$ cat config.mk
export PLATFORM = sky130hd
export DESIGN_NAME = sfr_ext
export DESIGN_NICKNAME = d
export VERILOG_FILES = /design/src/rtl/sfr_ext.sv
export SDC_FILE = /design/constraint.sdc
export NUM_CORES = 1
export LEC_CHECK = 0
export BUFFER_PORTS_ARGS = -buffer_cell sky130_fd_sc_hd__buf_2
export CORE_ASPECT_RATIO = 1.2
export CORE_MARGIN = 2
export CORE_UTILIZATION = 30
export DETAILED_ROUTE_END_ITERATION = 12
export PLACE_DENSITY = 0.55
export SYNTH_ARGS = -nofsm -noshare
export SYNTH_HDL_FRONTEND = slang
export SYNTH_SLANG_ARGS = --single-unit
$ cat constraint.sdc
create_clock -name clk_i -period 6.85 [get_ports clk_i]
set_clock_uncertainty 0.05 [all_clocks]
set_input_delay 1.37 -clock clk_i [delete_from_list [all_inputs] [get_ports clk_i]]
set_output_delay 1.37 -clock clk_i [all_outputs]
set_load 0.02 [all_outputs]
$ cat src/rtl/sfr_ext.sv
// sfr_ext: special-function registers for the sigma tile (ID, CPU reset, MSI FIFO, timer, scratch).
// Optional timer logic is built only when SFR_TIMER_EN is defined.
module sfr_ext #(
    parameter int unsigned CORENUM            = 0,
    parameter bit          CPU_RESET_DEFAULT  = 1'b0,
    parameter int          IRQ_NUM_POW        = 4,
    parameter int          MSI_FIFO_DEPTH_POW = 2,
    parameter int          NUM_SCRATCH        = 4,
    parameter int          TIMER_WIDTH        = 32
) (
    input  logic                   clk_i,
    input  logic                   rst_i,
    input  logic                   host_req,
    output logic                   host_ack,
    input  logic                   host_we,
    input  logic [31:0]            host_addr,
    input  logic [31:0]            host_wdata,
    input  logic [3:0]             host_be,
    output logic                   host_resp,
    output logic [31:0]            host_rdata,
    output logic                   cpu_reset_o,
    output logic                   msi_req_o,
    output logic [IRQ_NUM_POW-1:0] msi_code_bo,
    input  logic                   msi_ack_i,
    output logic                   timer_irq_o
);

    localparam int          DEPTH  = 1 << MSI_FIFO_DEPTH_POW;
    localparam int          SCR_N  = (NUM_SCRATCH > 0) ? NUM_SCRATCH : 1;
    localparam logic [31:0] IDCODE = 32'h5F12_0002;

    logic [5:0] word;
    logic       wr;
    logic       rd;

    assign word     = host_addr[7:2];
    assign wr       = host_req & host_we;
    assign rd       = host_req & ~host_we;
    assign host_ack = host_req;

    // Byte enables and the upper/lower address bits play no part in decode.
    logic unused_bits;
    assign unused_bits = ^{host_be, host_addr[31:8], host_addr[1:0]};

    logic                          cpu_reset;
    logic [IRQ_NUM_POW-1:0]        fifo_mem [DEPTH];
    logic [MSI_FIFO_DEPTH_POW-1:0] wr_ptr;
    logic [MSI_FIFO_DEPTH_POW-1:0] rd_ptr;
    logic [MSI_FIFO_DEPTH_POW:0]   count;
    logic                          overflow;
    logic                          fifo_empty;
    logic                          fifo_full;
    logic                          push;
    logic                          pop;
    logic                          push_ok;
    logic [31:0]                   scratch [SCR_N];
    logic [5:0]                    scr_idx;
    logic                          scr_hit;
    logic [31:0]                   rdata_next;

    assign fifo_empty  = (count == '0);
    assign fifo_full   = (count == (MSI_FIFO_DEPTH_POW + 1)'(DEPTH));
    assign push        = wr & (word == 6'h03);
    assign pop         = ~fifo_empty & msi_ack_i;
    assign push_ok     = push & (~fifo_full | pop);
    assign msi_req_o   = ~fifo_empty;
    assign msi_code_bo = fifo_empty ? '0 : fifo_mem[rd_ptr];

    assign scr_idx = word - 6'd8;
    assign scr_hit = (word >= 6'd8) && (int'(scr_idx) < NUM_SCRATCH);

`ifdef SFR_TIMER_EN
    logic                   tmr_en;
    logic                   tmr_ar;
    logic                   tmr_ie;
    logic                   tmr_flag;
    logic                   tmr_irq;
    logic [TIMER_WIDTH-1:0] tmr_period;
    logic [TIMER_WIDTH-1:0] tmr_value;
    logic                   tmr_tc;

    assign tmr_tc = tmr_en & (tmr_value == '0);

    // Host writes are applied after the counter update so they take priority.
    always_ff @(posedge clk_i) begin
        if (rst_i) begin
            tmr_en     <= 1'b0;
            tmr_ar     <= 1'b0;
            tmr_ie     <= 1'b0;
            tmr_flag   <= 1'b0;
            tmr_irq    <= 1'b0;
            tmr_period <= '0;
            tmr_value  <= '0;
        end else begin
            if (tmr_en) begin
                if (tmr_value == '0) begin
                    if (tmr_ar) tmr_value <= tmr_period;
                    else        tmr_en    <= 1'b0;
                end else begin
                    tmr_value <= tmr_value - 1'b1;
                end
            end
            if (tmr_tc)                                  tmr_flag <= 1'b1;
            else if (wr && word == 6'h05 && host_wdata[3]) tmr_flag <= 1'b0;
            if (wr && word == 6'h05) begin
                tmr_en <= host_wdata[0];
                tmr_ar <= host_wdata[1];
                tmr_ie <= host_wdata[2];
            end
            if (wr && word == 6'h06) begin
                tmr_period <= host_wdata[TIMER_WIDTH-1:0];
                tmr_value  <= host_wdata[TIMER_WIDTH-1:0];
            end
            tmr_irq <= tmr_flag & tmr_ie;
        end
    end

    assign timer_irq_o = tmr_irq;
`else
    assign timer_irq_o = 1'b0;
`endif

    always_comb begin
        rdata_next = '0;
        case (word)
            6'h00: rdata_next = IDCODE;
            6'h01: rdata_next = {31'b0, cpu_reset};
            6'h02: rdata_next = CORENUM;
            6'h04: rdata_next = {16'b0, 8'(count), 5'b0, overflow, fifo_full, fifo_empty};
`ifdef SFR_TIMER_EN
            6'h05: rdata_next = {28'b0, tmr_flag, tmr_ie, tmr_ar, tmr_en};
            6'h06: rdata_next = 32'(tmr_period);
            6'h07: rdata_next = 32'(tmr_value);
`endif
            default: begin
                for (int i = 0; i < NUM_SCRATCH; i++) begin
                    if (scr_hit && scr_idx == 6'(i)) rdata_next = scratch[i];
                end
            end
        endcase
    end

    always_ff @(posedge clk_i) begin
        cpu_reset_o <= rst_i | cpu_reset;
        if (rst_i) begin
            host_resp  <= 1'b0;
            host_rdata <= '0;
            cpu_reset  <= CPU_RESET_DEFAULT;
            wr_ptr     <= '0;
            rd_ptr     <= '0;
            count      <= '0;
            overflow   <= 1'b0;
            for (int i = 0; i < DEPTH; i++) fifo_mem[i] <= '0;
            for (int i = 0; i < SCR_N; i++) scratch[i] <= '0;
        end else begin
            host_resp  <= rd;
            host_rdata <= rd ? rdata_next : '0;

            if (wr && word == 6'h01) cpu_reset <= host_wdata[0];

            if (push_ok) begin
                fifo_mem[wr_ptr] <= host_wdata[IRQ_NUM_POW-1:0];
                wr_ptr           <= wr_ptr + 1'b1;
            end
            if (pop) rd_ptr <= rd_ptr + 1'b1;
            if (push_ok && !pop)      count <= count + 1'b1;
            else if (!push_ok && pop) count <= count - 1'b1;

            if (push && !push_ok)                          overflow <= 1'b1;
            else if (wr && word == 6'h04 && host_wdata[2]) overflow <= 1'b0;

            for (int i = 0; i < NUM_SCRATCH; i++) begin
                if (wr && scr_hit && scr_idx == 6'(i)) scratch[i] <= host_wdata;
            end
        end
    end

endmodule
### After elaboration in Yosys (flattened, before gate mapping)

Memory sizes are Yosys's and may differ from the RTL's. A register that Yosys moved wholly into a read port is not among the register bits.
Index checks and enable logic that the tools add are counted.

| operators by class | value |
|---|---|
| add/subtract/negate cells | 5 |
| $lt $le $gt $ge | 2 |
| equal/unequal tests | 8 |
| mux-type cells | 36 |
| bitwise logic cells | 15 |
| reduce and logical (&&, ||, !) cells | 25 |

Operators with widths:

| operator | count |
|---|---|
| two-way mux 32 bit | 8 |
| case mux 32 bit (4 select lines) | 1 |
| == test 6 x 2 -> 1 bit (second input constant) | 4 |
| two-way mux 1 bit | 20 |
| logical AND 1 bit | 16 |
| == test 6 x 1 -> 1 bit (second input constant) | 2 |
| logical NOT 6 bit | 2 |
| two-way mux 4 bit | 2 |
| == test 6 x 3 -> 1 bit (second input constant) | 1 |
| greater-or-equal comparator 6 x 4 -> 1 bit (second input constant) | 1 |
| < comparator 6 x 3 -> 1 bit (second input constant) | 1 |
| two-way mux 2 bit | 3 |
| two-way mux 3 bit | 2 |
| OR 1 bit | 6 |
| subtractor 6 x 4 -> 6 bit (second input constant) | 1 |
| bitwise AND 1 bit | 5 |
| adder 2 x 1 -> 2 bit (second input constant) | 2 |
| inverter 1 bit | 4 |
| nonzero test 2 bit | 2 |
| OR reduction 4 bit | 1 |
| adder 3 x 1 -> 3 bit (second input constant) | 1 |
| == test 3 bit (second input constant) | 1 |
| logical NOT 3 bit | 1 |
| subtractor 3 x 1 -> 3 bit (second input constant) | 1 |
| 2 further kinds | 3 |

| word-level totals | value |
|---|---|
| register bits | 43 |
| memory bits (writable) | 144 |
| logic and storage cells | 101 |
| memories kept | 2 |

Memory list:

| name | words | width | read ports | clocked after memory_dff | wr ports | RTL line | text |
|---|---|---|---|---|---|---|---|
| scratch | 4 | 32 | 4 | 0 | 4 | 56 | `logic [31:0] scratch [SCR_N];` |
| fifo_mem | 4 | 4 | 1 | 1 | 4 | 46 | `logic [IRQ_NUM_POW-1:0] fifo_mem [DEPTH];` |

### Logic depth before layout (Yosys ltp)

| logic depth | value |
|---|---|
| depth in word-level cells | 10 |
| depth in mapped cells | 10 |
| mapped depth without buffers | 9 |

### Worst setup path before layout

OpenSTA, ideal clock, no wires.

| timing path | value |
|---|---|
| path type | input to register |
| start | input host_addr[5] |
| end | memory scratch[0][0] (enable) |
| arrival time | 5.563 ns |
| slack | 0.727 ns |
| stages | 6 |
| path buffers | 2 |
| cells stage by stage | inv_1 ha_1 nand3b_4 clkbuf_1 clkbuf_1 o41ai_1 |

RTL lines:

| what | RTL line | text |
|---|---|---|
| start: declaration | 16 | `input logic [31:0] host_addr,` |
| end: declaration | 56 |  |

==> metrics.yaml <==
max_cap_viol_count: 0
slew-limit-headroom_pct: 23.77
routed.top_layer: "met5"
yosys_warnings: 0
syn-num-nets: 689
wl_met3_mm: 1.011
drive_gt1_share_pct: 25.21
syn_inst: 613
rows: 65
h-tree-depth: 4
netlist.top_cell.by_area: "edfxtp_1"
hold_viol: 0
syn-cell-area_um2: 8064
area_growth_pct: 18.06
die_y_um: 183.6
wl_per_cell_um: 18.84
clk_pin_slew_ns: 0.07
cts.sinks: 189
clk_latency_ns: 0.42
grt_setup_unrepaired: "no"
cp_max_fo: 46
arrival_ns: 4.17
initial_core_util_pct: 30.60
fin_nets: 761
hold_path.startpoint: "cpu_reset"
crit_path_top_delay_cell: "nor4_2"
io_pins: 114
synth_cell_type_count: 53
critPathBufInv: 3
worstSetupStartpointType: "input port"
numCtsBuffers: 17
drc_errors: 0
grt_pass1_wl_mm: 29.94
crit_chain: "buf_2, inv_1, ha_1, nand3b_4, nor4_2, buf_4, and2_1"
cts_root_buffer: "clkbuf_16"
seq_area_frac_synth_pct: 64.79
synth_area_leaders: "edfxtp_1 54%, dfxtp_1 11%, and2_1 10%, nor4_1 3.6%, mux2_2 3.4%"
endpoint_kind: "flip-flop"
vdd_drop_max_mv: 0.1253
async_flop_share_pct: 0
cts_buffer_depth: 2
wl_met2_mm: 9.565
via_count: 5078
dp_hpwl_mm: 11.62
drt_wl_total_mm: 19.52
crit_start: "host_addr[5]"
cts_tree: "built"
synth_edf_count: 144
dieArea_um2: 28210
dp_slack_ns: 2.465
ctsHoldBuffers: 0
die_w_um: 153.7
synth_commonest_cells: "144 x edfxtp_1, 134 x and2_1, 47 x nor4_1"
grt_pass1_vias: 5047
max_slew.worst_pin.slew_ns: 1.134
synth_ff_type: "edfxtp_1"
finalSetupViolCount: 0
syn_avg_cell_area_um2: 13.15
portBuffers: 82
grt_max_degree: 47
finalMaxSlewViolations: 0
setup_tns_ns: 0
postRouteAntennaNets: 0
fin_crit_sh_pct: 57.34
fin_crit_ns: 3.928
r2r-start: "count[0]"
p_leak_nw: 3.458
crit_family: "simple AND/OR/NAND/NOR gates"
fmax_ghz: 0.2546
finish.utilization_pct: 36.13
criticalPathCategory: "input port to flip-flop"
place_congestion: 0.7391
core-area_um2: 26350
max_stage_delay_ns: 1.14
synth_seq_cells: 189
grt_usage_pct: 13.98
cts_post_setup_buffers_inserted: 0
grt-ovfl-total: 0
min_path_type: "flip-flop to flip-flop"
via_per_inst: 4.902
dr.pass1.iters: 7
wl_met1_mm: 8.729
cp.required_ns: 7.09
drtIter0Drc: 332
yosysMostFrequentCell: "edfxtp_1"
ctsResizeCount: 0
worst_slack_ns: 2.922
power_mw: 2.653
antenna_found_initial: 6
p_per_area_nw_per_um2: 278.7
synth_top_cell_area_share_pct: 53.62
outcome: "finished clean"
## per-layer routing
metal | vias to the layer above | GRT usage, %
li1 | 2430 | -
met1 | 2508 | 18.26
met2 | 118 | 23.20
met3 | 16 | 3.395
met4 | 6 | 3.963
met5 | - | 0
## sequential cells by signal (all words and copies together) (netlist names), named ones only
signal / flops
cpu_reset_o: 1
cpu_reset: 1
wr_ptr: 2
overflow: 1
host_resp: 1
scratch: 128
count: 3
host_rdata: 32
fifo_mem: 16
rd_ptr: 2
## power by group
| part | switching (mW) | leakage (nW) | total, mW | internal (mW) |
|---|---|---|---|---|
| sequential | 0.0390 | 1.74 | 1.33 | 1.29 |
| combinational | 0.174 | 1.41 | 0.277 | 0.104 |
| clock | 0.458 | 0.301 | 1.05 | 0.590 |
| total | 0.671 | 3.46 | 2.65 | 1.98 |
## final cells by class
class	count	area [um^2]
Inverter	19	71.32
Fill cell	2616	16830
Clock buffer	17	425.4
Timing Repair Buffer	98	530.5
Multi-Input combinational cell	360	2639
Antenna cell	3	7.507
Tap cell	335	419.2
Clock inverter	15	202.7
Sequential cell	189	5225
## final timing paths
| check | to | slack (ns) | depth (start not counted) |
|---|---|---|---|
| max | scratch[2][0] | 2.92 | 7 |
| min | cpu_reset_o | 0.43 | 1 |
| max reg2reg | count[2] | 4.22 | 9 |
| min reg2reg | cpu_reset_o | 0.43 | 1 |
## through the flow
stage          hold WS [ns]  cell area, um^2  instances
6_report             0.4275             9520       1036
3_3_place_gp         0.4022             8885       1001
5_1_grt              0.4489             9515       1034
2_1_floorplan        0.3831             8064        613
4_1_cts              0.4277             9513       1033
3_5_place_dp         0.4146             8885       1001
## cells by family after synthesis
kind of cell    synth area share, %
fa+ha+maj                    0.5585
compound gates                5.539
flops                         64.79
xor+xnor                     0.6362
simple gates                  19.81
mux                           5.275
buf+inv                       3.336
other cells                 0.04650
## placed cells by master (no fill, tap or decap), types with 5 or more instances in the layout
cell type / n
buf_4: 16
nand2_1: 5
o31ai_1: 10
mux4_2: 6
inv_1: 19
and2_1: 134
o22ai_1: 24
nand4_1: 6
o32ai_1: 5
buf_2: 82
nor2_1: 15
nor3_1: 16
clkbuf_16: 17
nor4_1: 44
edfxtp_1: 144
nor2b_1: 8
mux2_2: 24
dfxtp_1: 45
a211oi_1: 6
Note: power is estimated with default switching activity, not from simulation.
